`config.mk`:
```
export PLATFORM = sky130hd
export DESIGN_NAME = i2c_slave_target_fsm_flat
export DESIGN_NICKNAME = d
export VERILOG_FILES = /design/src/rtl/i2c_slave_target_fsm_if.sv /design/src/rtl/i2c_slave_target_fsm.sv /design/src/flat_wrapper.sv
export SDC_FILE = /design/constraint.sdc
export NUM_CORES = 1
export LEC_CHECK = 0
export CAP_MARGIN = 20
export CORE_MARGIN = 1.5
export CORE_UTILIZATION = 63
export CTS_CLUSTER_SIZE = 8
export DETAILED_ROUTE_END_ITERATION = 10
export DONT_BUFFER_PORTS = 1
export PLACE_DENSITY = 0.9
export SYNTH_ARGS = -nofsm -noshare
export SYNTH_HDL_FRONTEND = slang
export SYNTH_SLANG_ARGS = --single-unit
```
`constraint.sdc`:
```
create_clock -name pclk -period 2.09 [get_ports pclk]
set_input_delay 0.1045 -clock pclk [delete_from_list [all_inputs] [get_ports pclk]]
set_output_delay 0.1045 -clock pclk [all_outputs]
set_load 0.05 [all_outputs]
```
`src/rtl/i2c_slave_target_fsm_if.sv`:
```
// ----------------------------------------------------------------------------
// i2c_slave_target_fsm_if
// Bundles the I2C pin-level lines and the register-bank strobe port of one
// i2c_slave_target_fsm instance.
//   scl_i, sda_i    : bus levels seen by the target (SDA already wired-AND)
//   sda_oe          : 1 = target pulls SDA low, 0 = released
//   reg_wr_valid    : one-clock write strobe to the register bank
//   reg_addr        : current register pointer
//   reg_wr_data     : write data, valid with reg_wr_valid
//   reg_rd_data     : read data for reg_addr, supplied by the register bank
//   busy            : START seen and no STOP yet
//   stop_det        : one-clock pulse on STOP
// Modports: slave = the target FSM, master = bus/register-bank side.
// ----------------------------------------------------------------------------
interface i2c_slave_target_fsm_if #(
    parameter int REG_DEPTH = 4
);
    localparam int AW = (REG_DEPTH > 1) ? $clog2(REG_DEPTH) : 1;

    logic          scl_i;
    logic          sda_i;
    logic          sda_oe;
    logic          reg_wr_valid;
    logic [AW-1:0] reg_addr;
    logic [7:0]    reg_wr_data;
    logic [7:0]    reg_rd_data;
    logic          busy;
    logic          stop_det;

    modport slave (
        input  scl_i,
        input  sda_i,
        input  reg_rd_data,
        output sda_oe,
        output reg_wr_valid,
        output reg_addr,
        output reg_wr_data,
        output busy,
        output stop_det
    );

    modport master (
        output scl_i,
        output sda_i,
        output reg_rd_data,
        input  sda_oe,
        input  reg_wr_valid,
        input  reg_addr,
        input  reg_wr_data,
        input  busy,
        input  stop_det
    );
endinterface

```
`src/rtl/i2c_slave_target_fsm.sv`:
```
// ----------------------------------------------------------------------------
// i2c_slave_target_fsm
// Pin-level I2C target with 7-bit addressing and a single register-address
// byte. Decodes START / address / R-W / register address / data from the
// SCL/SDA levels, drives ACK and read data open-drain on SDA, and feeds a
// user register bank through a write strobe plus a register pointer.
//
// Ports:
//   pclk    : system clock, at least 8x the SCL rate
//   areset  : asynchronous active-low reset
//   bus     : i2c_slave_target_fsm_if.slave (SCL/SDA, sda_oe, register port,
//             busy, stop_det)
//
// Optional build macro:
//   I2C_GLITCH_FILTER_EN : when defined, each synchronized line only changes
//   after FILTER_LEN consecutive identical samples, so shorter pulses are
//   rejected (adds FILTER_LEN clocks of latency). When undefined the
//   synchronized levels are used directly and FILTER_LEN has no effect.
// ----------------------------------------------------------------------------
module i2c_slave_target_fsm #(
    parameter logic [6:0] SLAVE_ADDRESS = 7'h68,
    parameter int         REG_DEPTH     = 4,
    parameter int         DATA_WIDTH    = 8,
    parameter int         FILTER_LEN    = 3
) (
    input  logic                   pclk,
    input  logic                   areset,
    i2c_slave_target_fsm_if.slave  bus
);

    localparam int         AW        = (REG_DEPTH > 1) ? $clog2(REG_DEPTH) : 1;
    localparam logic [3:0] BYTE_BITS = 4'(DATA_WIDTH);

    typedef enum logic [3:0] {
        IDLE      = 4'd0,
        ADDR      = 4'd1,
        ADDR_ACK  = 4'd2,
        REG       = 4'd3,
        REG_ACK   = 4'd4,
        WDATA     = 4'd5,
        WDATA_ACK = 4'd6,
        RDATA     = 4'd7,
        RACK      = 4'd8,
        WAIT_STOP = 4'd9
    } state_t;

    // Register pointer increment with wrap at the last implemented register.
    function automatic logic [AW-1:0] next_addr(input logic [AW-1:0] a);
        logic [AW-1:0] n;
        if (a == AW'(REG_DEPTH - 1)) begin
            n = '0;
        end else begin
            n = a + AW'(1);
        end
        return n;
    endfunction

    // ------------------------------------------------------------------
    // Input path: 2-flop synchronizers, optional filter, history flops
    // ------------------------------------------------------------------
    logic scl_s1_r, scl_s2_r, sda_s1_r, sda_s2_r;
    logic scl_f_s, sda_f_s;
    logic scl_h_r, sda_h_r;

    // Synchronize the asynchronous bus levels and keep one sample of history.
    always_ff @(posedge pclk or negedge areset) begin
        if (!areset) begin
            scl_s1_r <= 1'b1;
            scl_s2_r <= 1'b1;
            sda_s1_r <= 1'b1;
            sda_s2_r <= 1'b1;
            scl_h_r  <= 1'b1;
            sda_h_r  <= 1'b1;
        end else begin
            scl_s1_r <= bus.scl_i;
            scl_s2_r <= scl_s1_r;
            sda_s1_r <= bus.sda_i;
            sda_s2_r <= sda_s1_r;
            scl_h_r  <= scl_f_s;
            sda_h_r  <= sda_f_s;
        end
    end

`ifdef I2C_GLITCH_FILTER_EN
    localparam int FCW = (FILTER_LEN > 1) ? $clog2(FILTER_LEN + 1) : 1;

    logic           scl_flt_r, sda_flt_r;
    logic [FCW-1:0] scl_cnt_r, sda_cnt_r;

    // A line follows the synchronized level only after FILTER_LEN equal samples.
    always_ff @(posedge pclk or negedge areset) begin
        if (!areset) begin
            scl_flt_r <= 1'b1;
            sda_flt_r <= 1'b1;
            scl_cnt_r <= '0;
            sda_cnt_r <= '0;
        end else begin
            if (scl_s2_r == scl_flt_r) begin
                scl_cnt_r <= '0;
            end else if (scl_cnt_r == FCW'(FILTER_LEN - 1)) begin
                scl_flt_r <= scl_s2_r;
                scl_cnt_r <= '0;
            end else begin
                scl_cnt_r <= scl_cnt_r + FCW'(1);
            end

            if (sda_s2_r == sda_flt_r) begin
                sda_cnt_r <= '0;
            end else if (sda_cnt_r == FCW'(FILTER_LEN - 1)) begin
                sda_flt_r <= sda_s2_r;
                sda_cnt_r <= '0;
            end else begin
                sda_cnt_r <= sda_cnt_r + FCW'(1);
            end
        end
    end

    assign scl_f_s = scl_flt_r;
    assign sda_f_s = sda_flt_r;
`else
    logic unused_filter_cfg_s;

    assign scl_f_s             = scl_s2_r;
    assign sda_f_s             = sda_s2_r;
    assign unused_filter_cfg_s = (FILTER_LEN > 0);
`endif

    // ------------------------------------------------------------------
    // Bus event decode
    // ------------------------------------------------------------------
    logic scl_rise_s, scl_fall_s, start_s, stop_s;

    assign scl_rise_s = scl_f_s & ~scl_h_r;
    assign scl_fall_s = ~scl_f_s & scl_h_r;
    // SDA edges count only with SCL stable high on both samples, so an SDA
    // edge coinciding with an SCL edge is never taken as START/STOP.
    assign start_s    = scl_f_s & scl_h_r & sda_h_r & ~sda_f_s;
    assign stop_s     = scl_f_s & scl_h_r & ~sda_h_r & sda_f_s;

    // ------------------------------------------------------------------
    // Protocol FSM with registered outputs
    // ------------------------------------------------------------------
    state_t        state_r;
    logic [3:0]    bit_cnt_r;
    logic [7:0]    rx_r;
    logic [7:0]    tx_r;
    logic          rw_r;
    logic          sda_oe_r;
    logic          wr_valid_r;
    logic [AW-1:0] reg_addr_r;
    logic [7:0]    wr_data_r;
    logic          busy_r;
    logic          stop_det_r;
    logic          rx_phase_s;

    assign rx_phase_s = (state_r == ADDR) || (state_r == REG) || (state_r == WDATA);

    // Protocol sequencing, SDA drive and register-port strobes.
    always_ff @(posedge pclk or negedge areset) begin
        if (!areset) begin
            state_r    <= IDLE;
            bit_cnt_r  <= 4'd0;
            rx_r       <= 8'h00;
            tx_r       <= 8'h00;
            rw_r       <= 1'b0;
            sda_oe_r   <= 1'b0;
            wr_valid_r <= 1'b0;
            reg_addr_r <= '0;
            wr_data_r  <= 8'h00;
            busy_r     <= 1'b0;
            stop_det_r <= 1'b0;
        end else begin
            wr_valid_r <= 1'b0;
            stop_det_r <= 1'b0;

            if (stop_s) begin
                state_r    <= IDLE;
                sda_oe_r   <= 1'b0;
                stop_det_r <= 1'b1;
                busy_r     <= 1'b0;
                bit_cnt_r  <= 4'd0;
            end else if (start_s) begin
                state_r   <= ADDR;
                bit_cnt_r <= 4'd0;
                sda_oe_r  <= 1'b0;
                busy_r    <= 1'b1;
            end else begin
                // Receive shift is shared by all master-to-target byte phases.
                if (rx_phase_s && scl_rise_s && (bit_cnt_r < BYTE_BITS)) begin
                    rx_r      <= {rx_r[6:0], sda_f_s};
                    bit_cnt_r <= bit_cnt_r + 4'd1;
                end

                case (state_r)
                    IDLE: begin
                        sda_oe_r <= 1'b0;
                    end

                    ADDR: begin
                        if (scl_fall_s && (bit_cnt_r == BYTE_BITS)) begin
                            if (rx_r[7:1] == SLAVE_ADDRESS) begin
                                state_r  <= ADDR_ACK;
                                sda_oe_r <= 1'b1;
                                rw_r     <= rx_r[0];
                            end else begin
                                state_r  <= WAIT_STOP;
                            end
                        end
                    end

                    ADDR_ACK: begin
                        if (scl_fall_s) begin
                            if (rw_r) begin
                                // The fall ending the ACK also launches the first read bit.
                                state_r   <= RDATA;
                                sda_oe_r  <= ~bus.reg_rd_data[7];
                                tx_r      <= {bus.reg_rd_data[6:0], 1'b0};
                                bit_cnt_r <= 4'd1;
                            end else begin
                                state_r   <= REG;
                                sda_oe_r  <= 1'b0;
                                bit_cnt_r <= 4'd0;
                            end
                        end
                    end

                    REG: begin
                        if (scl_fall_s && (bit_cnt_r == BYTE_BITS)) begin
                            if ({24'd0, rx_r} < 32'(REG_DEPTH)) begin
                                reg_addr_r <= rx_r[AW-1:0];
                                sda_oe_r   <= 1'b1;
                                state_r    <= REG_ACK;
                            end else begin
                                state_r    <= WAIT_STOP;
                            end
                        end
                    end

                    REG_ACK: begin
                        if (scl_fall_s) begin
                            sda_oe_r  <= 1'b0;
                            state_r   <= WDATA;
                            bit_cnt_r <= 4'd0;
                        end
                    end

                    WDATA: begin
                        if (scl_fall_s && (bit_cnt_r == BYTE_BITS)) begin
                            wr_data_r  <= rx_r;
                            wr_valid_r <= 1'b1;
                            sda_oe_r   <= 1'b1;
                            state_r    <= WDATA_ACK;
                        end
                    end

                    WDATA_ACK: begin
                        if (scl_fall_s) begin
                            sda_oe_r   <= 1'b0;
                            reg_addr_r <= next_addr(reg_addr_r);
                            state_r    <= WDATA;
                            bit_cnt_r  <= 4'd0;
                        end
                    end

                    RDATA: begin
                        if (scl_fall_s) begin
                            if (bit_cnt_r == 4'd0) begin
                                // First bit of a follow-on byte after a master ACK.
                                sda_oe_r  <= ~bus.reg_rd_data[7];
                                tx_r      <= {bus.reg_rd_data[6:0], 1'b0};
                                bit_cnt_r <= 4'd1;
                            end else if (bit_cnt_r < BYTE_BITS) begin
                                sda_oe_r  <= ~tx_r[7];
                                tx_r      <= {tx_r[6:0], 1'b0};
                                bit_cnt_r <= bit_cnt_r + 4'd1;
                            end else begin
                                sda_oe_r  <= 1'b0;
                                state_r   <= RACK;
                                bit_cnt_r <= 4'd0;
                            end
                        end
                    end

                    RACK: begin
                        if (scl_rise_s) begin
                            if (!sda_f_s) begin
                                reg_addr_r <= next_addr(reg_addr_r);
                                state_r    <= RDATA;
                                bit_cnt_r  <= 4'd0;
                            end else begin
                                state_r    <= WAIT_STOP;
                            end
                        end
                    end

                    WAIT_STOP: begin
                        sda_oe_r <= 1'b0;
                    end

                    default: begin
                        state_r  <= IDLE;
                        sda_oe_r <= 1'b0;
                    end
                endcase
            end
        end
    end

    assign bus.sda_oe       = sda_oe_r;
    assign bus.reg_wr_valid = wr_valid_r;
    assign bus.reg_addr     = reg_addr_r;
    assign bus.reg_wr_data  = wr_data_r;
    assign bus.busy         = busy_r;
    assign bus.stop_det     = stop_det_r;

endmodule
```
`src/flat_wrapper.sv`:
```
// flat-port wrapper written by rule: the top's interface ports become plain ports
module i2c_slave_target_fsm_flat 
#(
    parameter logic [6:0] SLAVE_ADDRESS = 7'h68,
    parameter int         REG_DEPTH     = 4,
    parameter int         DATA_WIDTH    = 8,
    parameter int         FILTER_LEN    = 3
)
  (pclk, areset, bus_scl_i, bus_sda_i, bus_reg_rd_data, bus_sda_oe, bus_reg_wr_valid, bus_reg_addr, bus_reg_wr_data, bus_busy, bus_stop_det);
  i2c_slave_target_fsm_if #(.REG_DEPTH(REG_DEPTH)) bus_i ();
  input  logic pclk;
  input  logic areset;
  input wire logic [$bits(bus_i.scl_i)-1:0] bus_scl_i;
  input wire logic [$bits(bus_i.sda_i)-1:0] bus_sda_i;
  input wire logic [$bits(bus_i.reg_rd_data)-1:0] bus_reg_rd_data;
  output wire logic [$bits(bus_i.sda_oe)-1:0] bus_sda_oe;
  output wire logic [$bits(bus_i.reg_wr_valid)-1:0] bus_reg_wr_valid;
  output wire logic [$bits(bus_i.reg_addr)-1:0] bus_reg_addr;
  output wire logic [$bits(bus_i.reg_wr_data)-1:0] bus_reg_wr_data;
  output wire logic [$bits(bus_i.busy)-1:0] bus_busy;
  output wire logic [$bits(bus_i.stop_det)-1:0] bus_stop_det;
  assign bus_i.scl_i = bus_scl_i;
  assign bus_i.sda_i = bus_sda_i;
  assign bus_i.reg_rd_data = bus_reg_rd_data;
  assign bus_sda_oe = bus_i.sda_oe;
  assign bus_reg_wr_valid = bus_i.reg_wr_valid;
  assign bus_reg_addr = bus_i.reg_addr;
  assign bus_reg_wr_data = bus_i.reg_wr_data;
  assign bus_busy = bus_i.busy;
  assign bus_stop_det = bus_i.stop_det;
  i2c_slave_target_fsm #(.SLAVE_ADDRESS(SLAVE_ADDRESS), .REG_DEPTH(REG_DEPTH), .DATA_WIDTH(DATA_WIDTH), .FILTER_LEN(FILTER_LEN)) u_core (.pclk(pclk), .areset(areset), .bus(bus_i));
endmodule
```
==> results.md <==
* Synth Area per Inst at 10.67 sq um
* Antenna violations before repair at 0
* Fmax achieved at 501.1 MHz
* Number of fill cells in the layout at 250
* Post-Synthesis Cell Area at 2379 sq um
* Standard-cell rows at 22
* Number of antenna-violating nets in the routed design at 0
* Number of maximum-capacitance constraint violations at 0
* Max Buffers Root-to-Sink at 2
* Total negative setup slack at 0 ps
* Slowest-stage cell, CP: dfrtp_1
* CP max stage delay at 590 ps
* Final number of max-transition violations at 0
* Cell family with the largest share of critical-path delay: compound AO/OA/AOI/OAI gates
* Vert. Die Dim at 64.45 um
* Count of buffers inserted at the top-level ports at 0
* Startpoint of the worst hold path: bus_reg_rd_data[1]
* RR Startpoint: u_core.state_r[0]
* Die Area at 4153 sq um
* Post-route cell area at roughly 2700 sq um
* Synthesized instance count at approximately 220
* Yosys warnings at 0
* Overall power after layout at between 3000 and 4000 uW
* Min Clock Period, post-route at 1996 ps
* Final period util at 0.9548
* Half-perimeter wire length after detailed placement at around 3400 um
* GP Congestion at 0.9470
* Kind of critical path: flip-flop to flip-flop
* Fin. Hold Viols at 0
* Leakage at 0.001148 uW
* H-tree Lvls at 2
* CP startpoint: u_core.state_r[0]
* Data arrival at the endpoint of the critical path at 2190 ps
* Min-delay worst type: primary input to flip-flop
* Async S/R FF share, synth at 1.000
* Overflow left after global routing at 0
* Diodes inserted at 0
* Vias in the first global route at 1,754
* Cells along the critical path: a21bo_2, a311oi_1, a311oi_2, buf_4, o221ai_1, o31ai_1
* Ratio of cells with drive above 1 in the final layout at 0.2658
* Transition time of the tightest slew-check pin at 521.8 ps
* Register bit count reported by yosys at 44
* Number of flops mapped to enable cells by yosys at 0
* Number of stages on the worst hold path at 2
* Standard cell core area at 3633 sq um
* Setup crit start kind: flip-flop
* Initial DRC Count at 156
* Cell variety after synth at 62
* Clock insertion delay at the later pin of the skew report at 310 ps
* Number of search-and-repair iterations in the first detailed-routing pass at 6
* Post-Place Cell Area at 2455 sq um
* Net count after synthesis at around 240
* Clock tree from TritonCTS: done
* Post-synthesis sequential area ratio at 0.4661
* Total routing usage reported by global routing at 0.2661
* Average via count per standard cell at 6.453
* CP max FO at 12
* Worst Reg2Reg Path Length in Cells at 6
* DRC violations left at 0
* Clock sink count at 44
* CTS clock-pin slew for the worst setup and hold paths at 90 ps
* Routed wire length at 5041 um
* Outcome: complete, no violations
* Critical path data required time at 2280 ps
* Pin count of the biggest net entering global routing at 45
* Master cell of the clock root buffer: clkbuf_8
* Number of primary I/O pins at 26
* Worst voltage drop across the vdd grid at 0.0006621 V
* Routed wire length per instance at ~18 um
* Worst slew slack as a fraction of its limit at 0.6522
* Power density of the placed cells at between 1000 and 1500 nW/um^2
* Number of buffers and inverters on the critical path at 1
* Effective utilization at floorplan at 0.6546
* Area grow syn2layout at 11.94%
* Die Width at 64.45 um
* Number of CTS-inserted buffers at 5
* Logic depth of the worst path, buffers included at 6
* Endpoints failing setup at 0
* Net count of the finished layout at ~250
* Buffers inserted by post-CTS timing repair at 0
* Primary FF master, synth: dfrtp_1
* Final setup skew at 9.205 ps
* Critical Path Sink Type: flip-flop
* Global-route wire length before repair at around 8300 um
* Total vias in the final route at around 1,800
==> cells in the final DEF (no fill, tap or decap), types with 2 or more instances in the layout <==
| master | n |
|---|---|
| dfstp_2 | 6 |
| nor3b_1 | 3 |
| a21oi_2 | 2 |
| nand2_1 | 17 |
| a21oi_1 | 6 |
| mux2_2 | 17 |
| clkbuf_8 | 5 |
| mux2i_1 | 6 |
| nand3b_1 | 2 |
| nor3_1 | 6 |
| nand3_1 | 3 |
| o21ai_0 | 18 |
| o22ai_1 | 2 |
| o221ai_1 | 3 |
| a32oi_1 | 2 |
| ha_1 | 4 |
| dlygate4sd3_1 | 5 |
| dfrtp_2 | 2 |
| a31oi_1 | 2 |
| dfrtp_1 | 36 |
| inv_1 | 9 |
| xor2_1 | 2 |
| or4_1 | 3 |
| and2_1 | 3 |
| mux2_1 | 2 |
| a311oi_1 | 2 |
| nor2_1 | 11 |
| and3_1 | 2 |
| nand2b_1 | 3 |
| nand4b_1 | 2 |
| nor2b_1 | 3 |
| nor2_2 | 2 |
| buf_4 | 12 |
==> cells in the mapped netlist, drive strengths merged, types with 4 or more instances <==
cell | count | area (sq um)
dfrtp | 38 | 950.9
mux2 | 19 | 214.0
o21ai | 19 | 95.09
nand2 | 17 | 63.81
nor2 | 13 | 53.80
buf | 12 | 73.82
inv | 9 | 33.78
a21oi | 8 | 47.55
dfstp | 6 | 157.7
mux2i | 6 | 60.06
nor3 | 6 | 30.03
ha | 4 | 50.05
nand2b | 4 | 27.53
nor2b | 4 | 27.53
==> area by class of cell <==
type                    count  area [sq um]  area share
clock buffers               5         68.82     0.02585
repair buffers             18         160.2     0.06015
well taps                  48         60.06     0.02256
clock inverters             3         46.29     0.01739
flip-flops and latches     44          1111      0.4173
inverters                   9         33.78     0.01269
multi-input cells         158          1182      0.4441
==> layer usage <==
layer,global-route usage,vias up,share of wire
met5,0,-,0
met4,0.1543,0,0.039
met3,0.04514,22,0.071
met2,0.4115,87,0.48
met1,0.3560,883,0.41
li1,-,847,-
==> cell families (layout without fill, tap and decap cells) <==
logic type,after synthesis,count (layout),share of synthesized area
simple gates,73,73,0.1820
compound gates,53,53,0.1594
flops,44,44,0.4661
mux,25,25,0.1152
buf+inv,21,35,0.04524
fa+ha+maj,4,4,0.02104
xor+xnor,3,3,0.01105
==> per-stage QoR <==
step | worst slack (ps) | hold WS (ps) | instances | util
after global placement | 171.4 | -189.8 | 271 | 0.6756
final | 94.45 | 23.41 | 285 | 0.7328
after CTS | 77.46 | 10.06 | 285 | 0.7266
after global routing | -6.961 | 22.98 | 285 | 0.7328
after detailed placement | 123.7 | -190.0 | 271 | 0.6756
after floorplan | 265.4 | -191.1 | 223 | -
==> timing repair <==
item                                   CTS  global route
gates resized for setup                  0             5
setup endpoints to repair                0            12
endpoints found under the hold margin   48             0
hold buffers                             6             0
==> final timing paths <==
kind	endpoint	slack, ps
max in group asynchronous	u_core.scl_s1_r	1550
worst min register to register	u_core.sda_f_s	350
worst max-delay path	u_core.state_r[0]	90
worst min-delay path	u_core.tx_r[2]	20
worst max register to register	u_core.state_r[0]	90
min in group asynchronous	u_core.state_r[0]	260
==> power by group <==
part	total (uW)	internal, uW	switching (uW)
clock network	672	360	312
registers	1400	1070	333
logic	1280	587	693
total	3350	2020	1340
==> flip-flops by register name (all words and copies together) (netlist names) <==
signal	flops
u_core.bus.sda_oe	1
u_core.bus.reg_addr	2
u_core.sda_f_s	1
u_core.bus.reg_wr_valid	1
u_core.tx_r	7
u_core.bit_cnt_r	4
u_core.bus.reg_wr_data	8
u_core.sda_s1_r	1
u_core.scl_f_s	1
u_core.bus.stop_det	1
u_core.sda_h_r	1
u_core.state_r	4
u_core.rw_r	1
u_core.scl_s1_r	1
u_core.scl_h_r	1
u_core.rx_r	8
u_core.bus.busy	1
Power figures use the tool's default switching activity.
